**config.mk**
```make
export PLATFORM = sky130hd
export DESIGN_NAME = etai_err_monitor
export DESIGN_NICKNAME = d
export VERILOG_FILES = /design/src/rtl/etai_pkg.sv /design/src/rtl/etai_err_dist.sv /design/src/rtl/etai_err_monitor.sv
export SDC_FILE = /design/constraint.sdc
export NUM_CORES = 1
export LEC_CHECK = 0
export BUFFER_PORTS_ARGS = -buffer_cell sky130_fd_sc_hd__buf_2
export CORE_MARGIN = 5
export CORE_UTILIZATION = 53
export CTS_CLUSTER_DIAMETER = 200
export DETAILED_ROUTE_END_ITERATION = 10
export PLACE_DENSITY = 0.88
export SYNTH_ARGS = -nofsm -noshare
export SYNTH_HDL_FRONTEND = slang
export SYNTH_SLANG_ARGS = --single-unit
```
**constraint.sdc**
```tcl
create_clock -name clk -period 4.7 [get_ports clk]
set_input_delay 0.705 -clock clk [delete_from_list [all_inputs] [get_ports clk]]
set_output_delay 0.705 -clock clk [all_outputs]
set_load 0.01 [all_outputs]
```
**src/rtl/etai_pkg.sv**
```systemverilog
// Shared types and width helpers for the ETAI accuracy monitors.
package etai_pkg;

    typedef enum logic [1:0] {
        ST_IDLE   = 2'd0,
        ST_RUN    = 2'd1,
        ST_DRAIN  = 2'd2,
        ST_REPORT = 2'd3
    } etai_mon_state_t;

    function automatic int ED_W(input int n);
        return n + 1;
    endfunction

    function automatic int CNT_W(input int win);
        return $clog2(win + 1);
    endfunction

    // Sized so WIN samples of the largest ED can never overflow.
    function automatic int SUM_W(input int n, input int win);
        return ED_W(n) + CNT_W(win);
    endfunction

endpackage

```
**src/rtl/etai_err_dist.sv**
```systemverilog
// Error distance |a - b| on unsigned operands; shared by the approximate-adder monitors.
module etai_err_dist #(
    parameter int W = 17
) (
    input  logic [W-1:0] a,
    input  logic [W-1:0] b,
    output logic [W-1:0] d
);

    assign d = (a >= b) ? (a - b) : (b - a);

endmodule

```
**src/rtl/etai_err_monitor.sv**
```systemverilog
// Windowed error statistics (count, ED sum, max ED) for the ETAI approximate adder.
module etai_err_monitor
    import etai_pkg::*;
#(
    parameter int N   = 16,
    parameter int K   = 8,
    parameter int WIN = 256
) (
    input  logic                    clk,
    input  logic                    rst,
    input  logic                    start,
    input  logic                    in_valid,
    output logic                    in_ready,
    input  logic [N-1:0]            X,
    input  logic [N-1:0]            Y,
    input  logic [N-1:0]            S,
    input  logic                    Cout,
    output logic                    rpt_valid,
    input  logic                    rpt_ready,
    output logic [CNT_W(WIN)-1:0]   err_cnt,
    output logic [SUM_W(N,WIN)-1:0] ed_sum,
    output logic [ED_W(N)-1:0]      ed_max,
    output logic                    busy
);

    localparam int EW = ED_W(N);
    localparam int CW = CNT_W(WIN);
    localparam int SW = SUM_W(N, WIN);

    etai_mon_state_t state;
    logic [CW-1:0]   smp_cnt;
    logic            drain_cnt;
    logic            vld_s1;
    logic [EW-1:0]   exact_q;
    logic [EW-1:0]   approx_q;
    logic [EW-1:0]   ed;
    logic            accept;
    logic            last_beat;

    assign accept    = in_valid && in_ready;
    assign last_beat = accept && (smp_cnt == CW'(WIN - 1));

    always_ff @(posedge clk) begin
        if (rst) begin
            state     <= ST_IDLE;
            in_ready  <= 1'b0;
            rpt_valid <= 1'b0;
            busy      <= 1'b0;
            smp_cnt   <= '0;
            drain_cnt <= 1'b0;
        end else begin
            case (state)
                ST_IDLE: begin
                    if (start) begin
                        state    <= ST_RUN;
                        in_ready <= 1'b1;
                        busy     <= 1'b1;
                        smp_cnt  <= '0;
                    end
                end
                ST_RUN: begin
                    if (accept) smp_cnt <= smp_cnt + CW'(1);
                    if (last_beat) begin
                        state     <= ST_DRAIN;
                        in_ready  <= 1'b0;
                        drain_cnt <= 1'b0;
                    end
                end
                // Two cycles lets the last beat clear both pipeline stages.
                ST_DRAIN: begin
                    if (drain_cnt) begin
                        state     <= ST_REPORT;
                        rpt_valid <= 1'b1;
                    end else begin
                        drain_cnt <= 1'b1;
                    end
                end
                ST_REPORT: begin
                    if (rpt_ready) begin
                        state     <= ST_IDLE;
                        rpt_valid <= 1'b0;
                        busy      <= 1'b0;
                    end
                end
                default: begin
                    state     <= ST_IDLE;
                    in_ready  <= 1'b0;
                    rpt_valid <= 1'b0;
                    busy      <= 1'b0;
                end
            endcase
        end
    end

    etai_err_dist #(.W(EW)) u_err_dist (
        .a (exact_q),
        .b (approx_q),
        .d (ed)
    );

    always_ff @(posedge clk) begin
        if (rst) begin
            vld_s1   <= 1'b0;
            exact_q  <= '0;
            approx_q <= '0;
            err_cnt  <= '0;
            ed_sum   <= '0;
            ed_max   <= '0;
        end else begin
            vld_s1   <= accept;
            exact_q  <= {1'b0, X} + {1'b0, Y};
            approx_q <= {Cout, S};
            if (state == ST_IDLE && start) begin
                err_cnt <= '0;
                ed_sum  <= '0;
                ed_max  <= '0;
            end else if (vld_s1) begin
                ed_sum <= ed_sum + SW'(ed);
                if (ed != '0)    err_cnt <= err_cnt + CW'(1);
                if (ed > ed_max) ed_max  <= ed;
            end
        end
    end

endmodule

```
# ---- Word level (Yosys, flattened, before mapping)
# Cells that the tools add are included.
dict set report word_totals {
  register_bits 102
  latch_bits 0
  mem_bits_rw 0
  romBits 0
  out_inout_bits 55
  elab_cells 64
  mem_count 0
}
dict set report classes {
  addsub 6
  multipliers 0
  div 0
  order_cmp 2
  eq_ne 9
  shift 0
  muxes 17
  bitwise 0
  reduce_logical 18
}
# operator count
set ops {}
lappend ops {{$sub A17 B17 Y17} 2}
lappend ops {{$add A26 B17 Y26} 1}
lappend ops {{$add A9 B1 Y9 const B} 2}
lappend ops {{$mux W9} 2}
lappend ops {{$pmux W9 S2} 1}
lappend ops {{$add A16 B16 Y17} 1}
lappend ops {{$ge A17 B17 Y1} 1}
lappend ops {{$gt A17 B17 Y1} 1}
lappend ops {{$mux W17} 1}
lappend ops {{$reduce_bool A17 Y1} 1}
lappend ops {{$reduce_and A3 Y1} 4}
lappend ops {{$ne A2 B2 Y1 const B} 5}
lappend ops {{$eq A9 B8 Y1 const B} 1}
lappend ops {{$mux W2} 4}
lappend ops {{$pmux W1 S2} 4}
lappend ops {{$pmux W2 S4} 1}
lappend ops {{$reduce_bool A2 Y1} 4}
lappend ops {{$reduce_and A2 Y1} 3}
lappend ops {{$eq A2 B2 Y1 const B} 2}
lappend ops {{$mux W1} 4}
lappend ops {{$reduce_and A4 Y1} 1}
lappend ops {{$logic_and A1 B1 Y1} 3}
lappend ops {{$eq A2 B1 Y1 const B} 1}
lappend ops {{$logic_not A2 Y1} 1}
lappend ops {{$reduce_or A2 Y1} 1}

# ---- Depth between registers and ports, before layout
dict set report depth {
  depth_word 4
  mapped_depth 24
  ltp_nobuf 23
}

# ---- By module
# A second synthesis with hierarchy kept.
dict set report hier_totals {
  hier_cells 903
  area_unflattened_um2 7355.8
}
# module instances cells_each area_each_um2
set modules_own_cells {}
lappend modules_own_cells {etai_err_monitor 1 674 5708.0}
lappend modules_own_cells {etai_err_dist 1 229 1647.8}

# ---- Worst setup path before layout
# Ideal clock, no wire load.
dict set report synth_path {
  kind {register to register}
  from {reg exact_q[1]}
  to {reg ed_sum[18]}
  setup_ps 128
  arrival_ps 4397
  t_required_ps 4572
  slack_ps 175
  stages_incl_launch_ff 24
  period_less_slack_ps 4525
  path_cell_list {dfxtp_1 inv_1 ha_1 nor2b_1 o31a_1 o41a_4 o211a_1 buf_2 nor2_1 nand2_1 nand2_1 inv_1 fa_1 nor2b_1 o21ai_0 a21boi_0 o211a_1 o31ai_1 a211oi_1 nor2_1 a21oi_1 nand3_1 xor2_1 nor2_1}
}
dict set report synth_via {
  elab_chain_len 3
  word_cells_on_any_way 5
  classes_between {add/sub (3); order compare (1); mux (1)}
}
# item line_no
set synth_lines {}
lappend synth_lines {{start, declared} etai_err_monitor.sv:34} ;# logic [EW-1:0] exact_q;
lappend synth_lines {{start signal, assigned} etai_err_monitor.sv:111} ;# exact_q <= {1'b0, X} + {1'b0, Y};
lappend synth_lines {{$sub A17 B17 Y17 or $ge A17 B17 Y1 (tied branches)} etai_err_dist.sv:10} ;# assign d = (a >= b) ? (a - b) : (b - a);
lappend synth_lines {{$mux W17 (*)} etai_err_dist.sv:10}
lappend synth_lines {{via ed[1]} etai_err_monitor.sv:36} ;# logic [EW-1:0] ed;
lappend synth_lines {{$add A26 B17 Y26 (*)} etai_err_monitor.sv:118} ;# ed_sum <= ed_sum + SW'(ed);
lappend synth_lines {{end signal, assigned} etai_err_monitor.sv:118}
lappend synth_lines {{end, declared} etai_err_monitor.sv:21} ;# output logic [SUM_W(N,WIN)-1:0] ed_sum,
# The timed path passes the listed nets; every way through them passes the cells marked *.
# A chain may end at the register's enable or synchronous reset.

# ---- Worst setup path after layout
dict set report layout_path {
  from {reg exact_q[15]}
  to {reg ed_sum[23]}
}
dict set report layout_via {
  elab_chain_len 3
  word_cells_on_any_way 5
  classes_between {add/sub (3); order compare (1); mux (1)}
}
# item line_no
set layout_lines {}
lappend layout_lines {{$ge A17 B17 Y1} etai_err_dist.sv:10}
lappend layout_lines {{$mux W17} etai_err_dist.sv:10}
lappend layout_lines {{via ed[9]} etai_err_monitor.sv:36}
lappend layout_lines {{$add A26 B17 Y26} etai_err_monitor.sv:118}
# The timed path passes the listed nets, and every way through them passes these cells.

==> results_dict.tcl <==
set metrics [dict create \
    status "finished, final reports clean" \
    synth_compound_area_frac 0.205 \
    post-route-period-util 0.968 \
    ys_seq_elements 102 \
    ant_nets 0 \
    reg2regPathDepth 20 \
    antenna_found_initial 0 \
    holdCritPathClass "reg -> reg" \
    syn_avg_cell_area_um2 8.07 \
    yosys.area.top_type "dfxtp_1" \
    start_util 0.544 \
    gp_congestion 0.971 \
    grt_max_degree 52 \
    clk_latency_ns 0.36 \
    dr.first_iter.drc_count 516 \
    finClkSkew_ns 0.00771 \
    io_pins 109 \
    syn_inst 944 \
    p_leak_nw 4.26 \
    yosys.area_share.adder 0.158 \
    drv_cap 0 \
    chipHeight_um 130 \
    critical-path-max-stage-delay_ns 0.49 \
    clkTransAtPathRegs_ns 0.07 \
    r2r_setup_slack_ns 0.15 \
    hold_viol 0 \
    cp_slowest_cell "a311o_2" \
    switching_power_w 0.00158 \
    clkPwrFrac 0.185 \
    critPathMaxFanout 9 \
    maxSlewHeadroom 0.292 \
    synth-xor-area-share 0.0495 \
    peakVddDrop_mv 0.220 \
    p_seq_frac 0.254 \
    vias_per_cell 5.69 \
    tightest_slew_ns 1.06 \
    synth_top_family_by_area "simple AND/OR/NAND/NOR gates" \
    period_needed_ns 4.55 \
    power.density_mw_per_mm2 403 \
    row_count 43 \
    cts_num_sinks 102 \
    synth_nets 1092 \
    nets 1278 \
    synth.distinct_cells 69 \
    whs_endpoint "rpt_valid" \
    muxShareOfSynthArea 0.0370 \
    yosys.area_share.simple 0.221 \
    cp_data_arrival_time_ns 4.76 \
    path_cells "inv_1 > ha_4 > a21oi_2 > a21boi_1 > a311o_2 > buf_4 > buf_4 > o221a_2 > nor3_1 > nor2_1 > buf_4 > ha_1 > nand3_1 > o2111a_1 > nor3_2 > nor2_1 > a21oi_2 > nor2b_1 > xnor2_1 > nor2_1" \
    slew_violations 0 \
    synth_top_cell_area_share 0.268 \
    timing.rr.end "ed_sum[23]" \
    hold_ws_ns 0.468 \
    layout_common_cells "buf_2 (108), nor2_1 (106), dfxtp_1 (101)" \
    synthFlopType "dfxtp_1" \
    cts_tree "yes" \
    firstDrtPassIters 5 \
    crit_type "reg -> reg" \
    worstReg2RegStart "exact_q[15]" \
    core_area_mm2 0.0140 \
    cts-root-buf "clkbuf_16" \
    syn_to_final_growth_pct 26.7 \
    swShare 0.408 \
    share_comb_of_total_power 0.561 \
    die_x_um 130 \
    htreeDepth 3 \
    fp.dieArea_mm2 0.0169 \
    startpoint_type "flop" \
    io_buffer_count 108 \
    yosys-top-cells-area "dfxtp_1 (27%), ha_1 (15%), nor2_1 (5.4%), inv_1 (4.1%), a21oi_1 (3.7%)" \
    cts-buffers-inserted 9 \
    cts_buffer_depth 2 \
    min-delay-start "rpt_valid" \
    max_freq_mhz 220 \
    final_layout_size_suffix_gt1_frac 0.264 \
    cts-hold-fix-buffers 0 \
    fillCellCount 1049 \
    yosys_warnings 0 \
    seq_area_mm2 0.00204 \
    hold-path-cell-count 2 \
    via_count 7476 \
    grt_usage 0.225 \
    synth_edf_count 0 \
    final_common_cell "buf_2" \
    intPower_w 0.00230 \
    routedWlPerCell_um 15.2 \
    multi_input_area_mm2 0.00546 \
    fin_tns_setup_ns 0 \
    first_global_vias 7041 \
    netlist_area_mm2 0.00761 \
    cp.required_ns 4.91 \
    dp_hpwl_um 15100 \
    routed_wl_um 20000 \
    async_flop_share 0 \
    grt_pass1_wl_um 31500 \
    drcViolationCount 0 \
    gr-total-overflow 0 \
    ys_seq_area_frac 0.268 \
    setup_viol 0 \
    end_kind "flop" \
    num_antenna_cells 0 \
]
## timing repair
item / CTS / global route
gates cloned: 0 / 1
endpoints found under the setup margin: 28 / 32
hold endpoints to repair: 0 / 0
buffers inserted: 0 / 8
pin swaps: 5 / 17
gates resized for setup: 14 / 55
## flip-flops by register name (all words and copies together), names as in the netlist, 2 cells and up
register,cells
ed_max,17
state,2
err_cnt,9
ed_sum,26
exact_q,17
smp_cnt,9
approx_q,17
## layout make-up
| cell class | instances | area share |
|---|---|---|
| clock inverters | 5 | 0.00428 |
| multi-input cells | 724 | 0.566 |
| inverters | 84 | 0.0327 |
| clock buffers | 10 | 0.0248 |
| well taps | 180 | 0.0233 |
| flip-flops and latches | 102 | 0.212 |
| repair buffers | 209 | 0.137 |
## cells in the mapped netlist, drive strengths merged, types with 3 or more instances
cell type,instances
nand2b,12
and2,9
a21oi,58
a21o,24
ha,90
fa,4
buf,13
a21boi,3
mux2i,27
nand2,55
o31ai,3
xor2,21
o211a,4
a2111oi,3
or3,16
xnor2,22
and4,5
a221o,3
inv,84
a221oi,4
nand3b,3
o21a,12
o21bai,4
or4,7
nor3b,4
and3,6
nor2b,31
nand3,30
o311a,3
dfxtp,102
or2,4
nor2,111
o21ai,42
o211ai,10
a31oi,11
o2111ai,5
nor3,20
a22oi,3
nand4,17
a211oi,15
clkbuf,22
## routing by layer
layer,routed length [um],global-route usage
met2,9470,0.378
met3,1270,0.0401
met1,8760,0.294
met4,536,0.0721
met5,0,0
## worst max path at each step
| stage | from | endpoint | slack (ns) | cells after the start |
|---|---|---|---|---|
| 6_report | exact_q[15] | ed_sum[23] | 0.15 | 20 |
| 5_1_grt | approx_q[0] | ed_max[12] | -0.13 | 20 |
| 4_1_cts | exact_q[2] | ed_sum[23] | 0.002 | 22 |
| 3_5_place_dp | exact_q[9] | ed_sum[18] | -0.21 | 24 |
| 3_3_place_gp | exact_q[15] | ed_sum[23] | -0.08 | 23 |
| 2_1_floorplan | exact_q[1] | ed_sum[18] | 0.18 | 23 |
## cells by family (layout without fill, tap and decap cells)
group	count (synthesis)	count (layout)
buffers and inverters	119	308
AO/OA/AOI/OAI	223	223
XOR/XNOR	43	43
AND/OR/NAND/NOR	335	336
adder cells (fa/ha/maj)	94	94
multiplexers	28	28
flip-flops	102	102
## power groups by stage
| stage | Combinational, W | Sequential, W | Clock [W] |
|---|---|---|---|
| global route | 0.00238 | 0.000993 | 0.000769 |
| detailed placement | 0.00195 | 0.00100 | 0 |
| global placement | 0.00190 | 0.000999 | 0 |
| finish | 0.00218 | 0.000986 | 0.000718 |
| CTS | 0.00198 | 0.000983 | 0.000724 |
| floorplan | 0.00128 | 0.00100 | 0 |
## worst max-delay path, delay by kind of cell, from the launching register on
| kind | cells | cell delay (ns) |
|---|---|---|
| AOI/OAI and AO/OA | 6 | 1.72 |
| and+or+nand+nor | 7 | 1.01 |
| adders and majority gates | 2 | 0.63 |
| buffers and inverters | 4 | 0.56 |
| DFF | 1 | 0.33 |
| xor gates and xnor gates | 1 | 0.13 |
## per-stage QoR
stage | utilization | instance area (um^2) | power, W | worst slack, ns | instances
after floorplan | - | 7610 | 0.00228 | 0.175 | 944
after global placement | 0.639 | 8940 | 0.00290 | -0.0760 | 1290
after detailed placement | 0.639 | 8940 | 0.00295 | -0.210 | 1290
after CTS | 0.663 | 9280 | 0.00369 | 0.00175 | 1305
after global routing | 0.690 | 9650 | 0.00415 | -0.132 | 1314
final | 0.690 | 9650 | 0.00388 | 0.149 | 1314
Power figures use the tool's default switching activity.
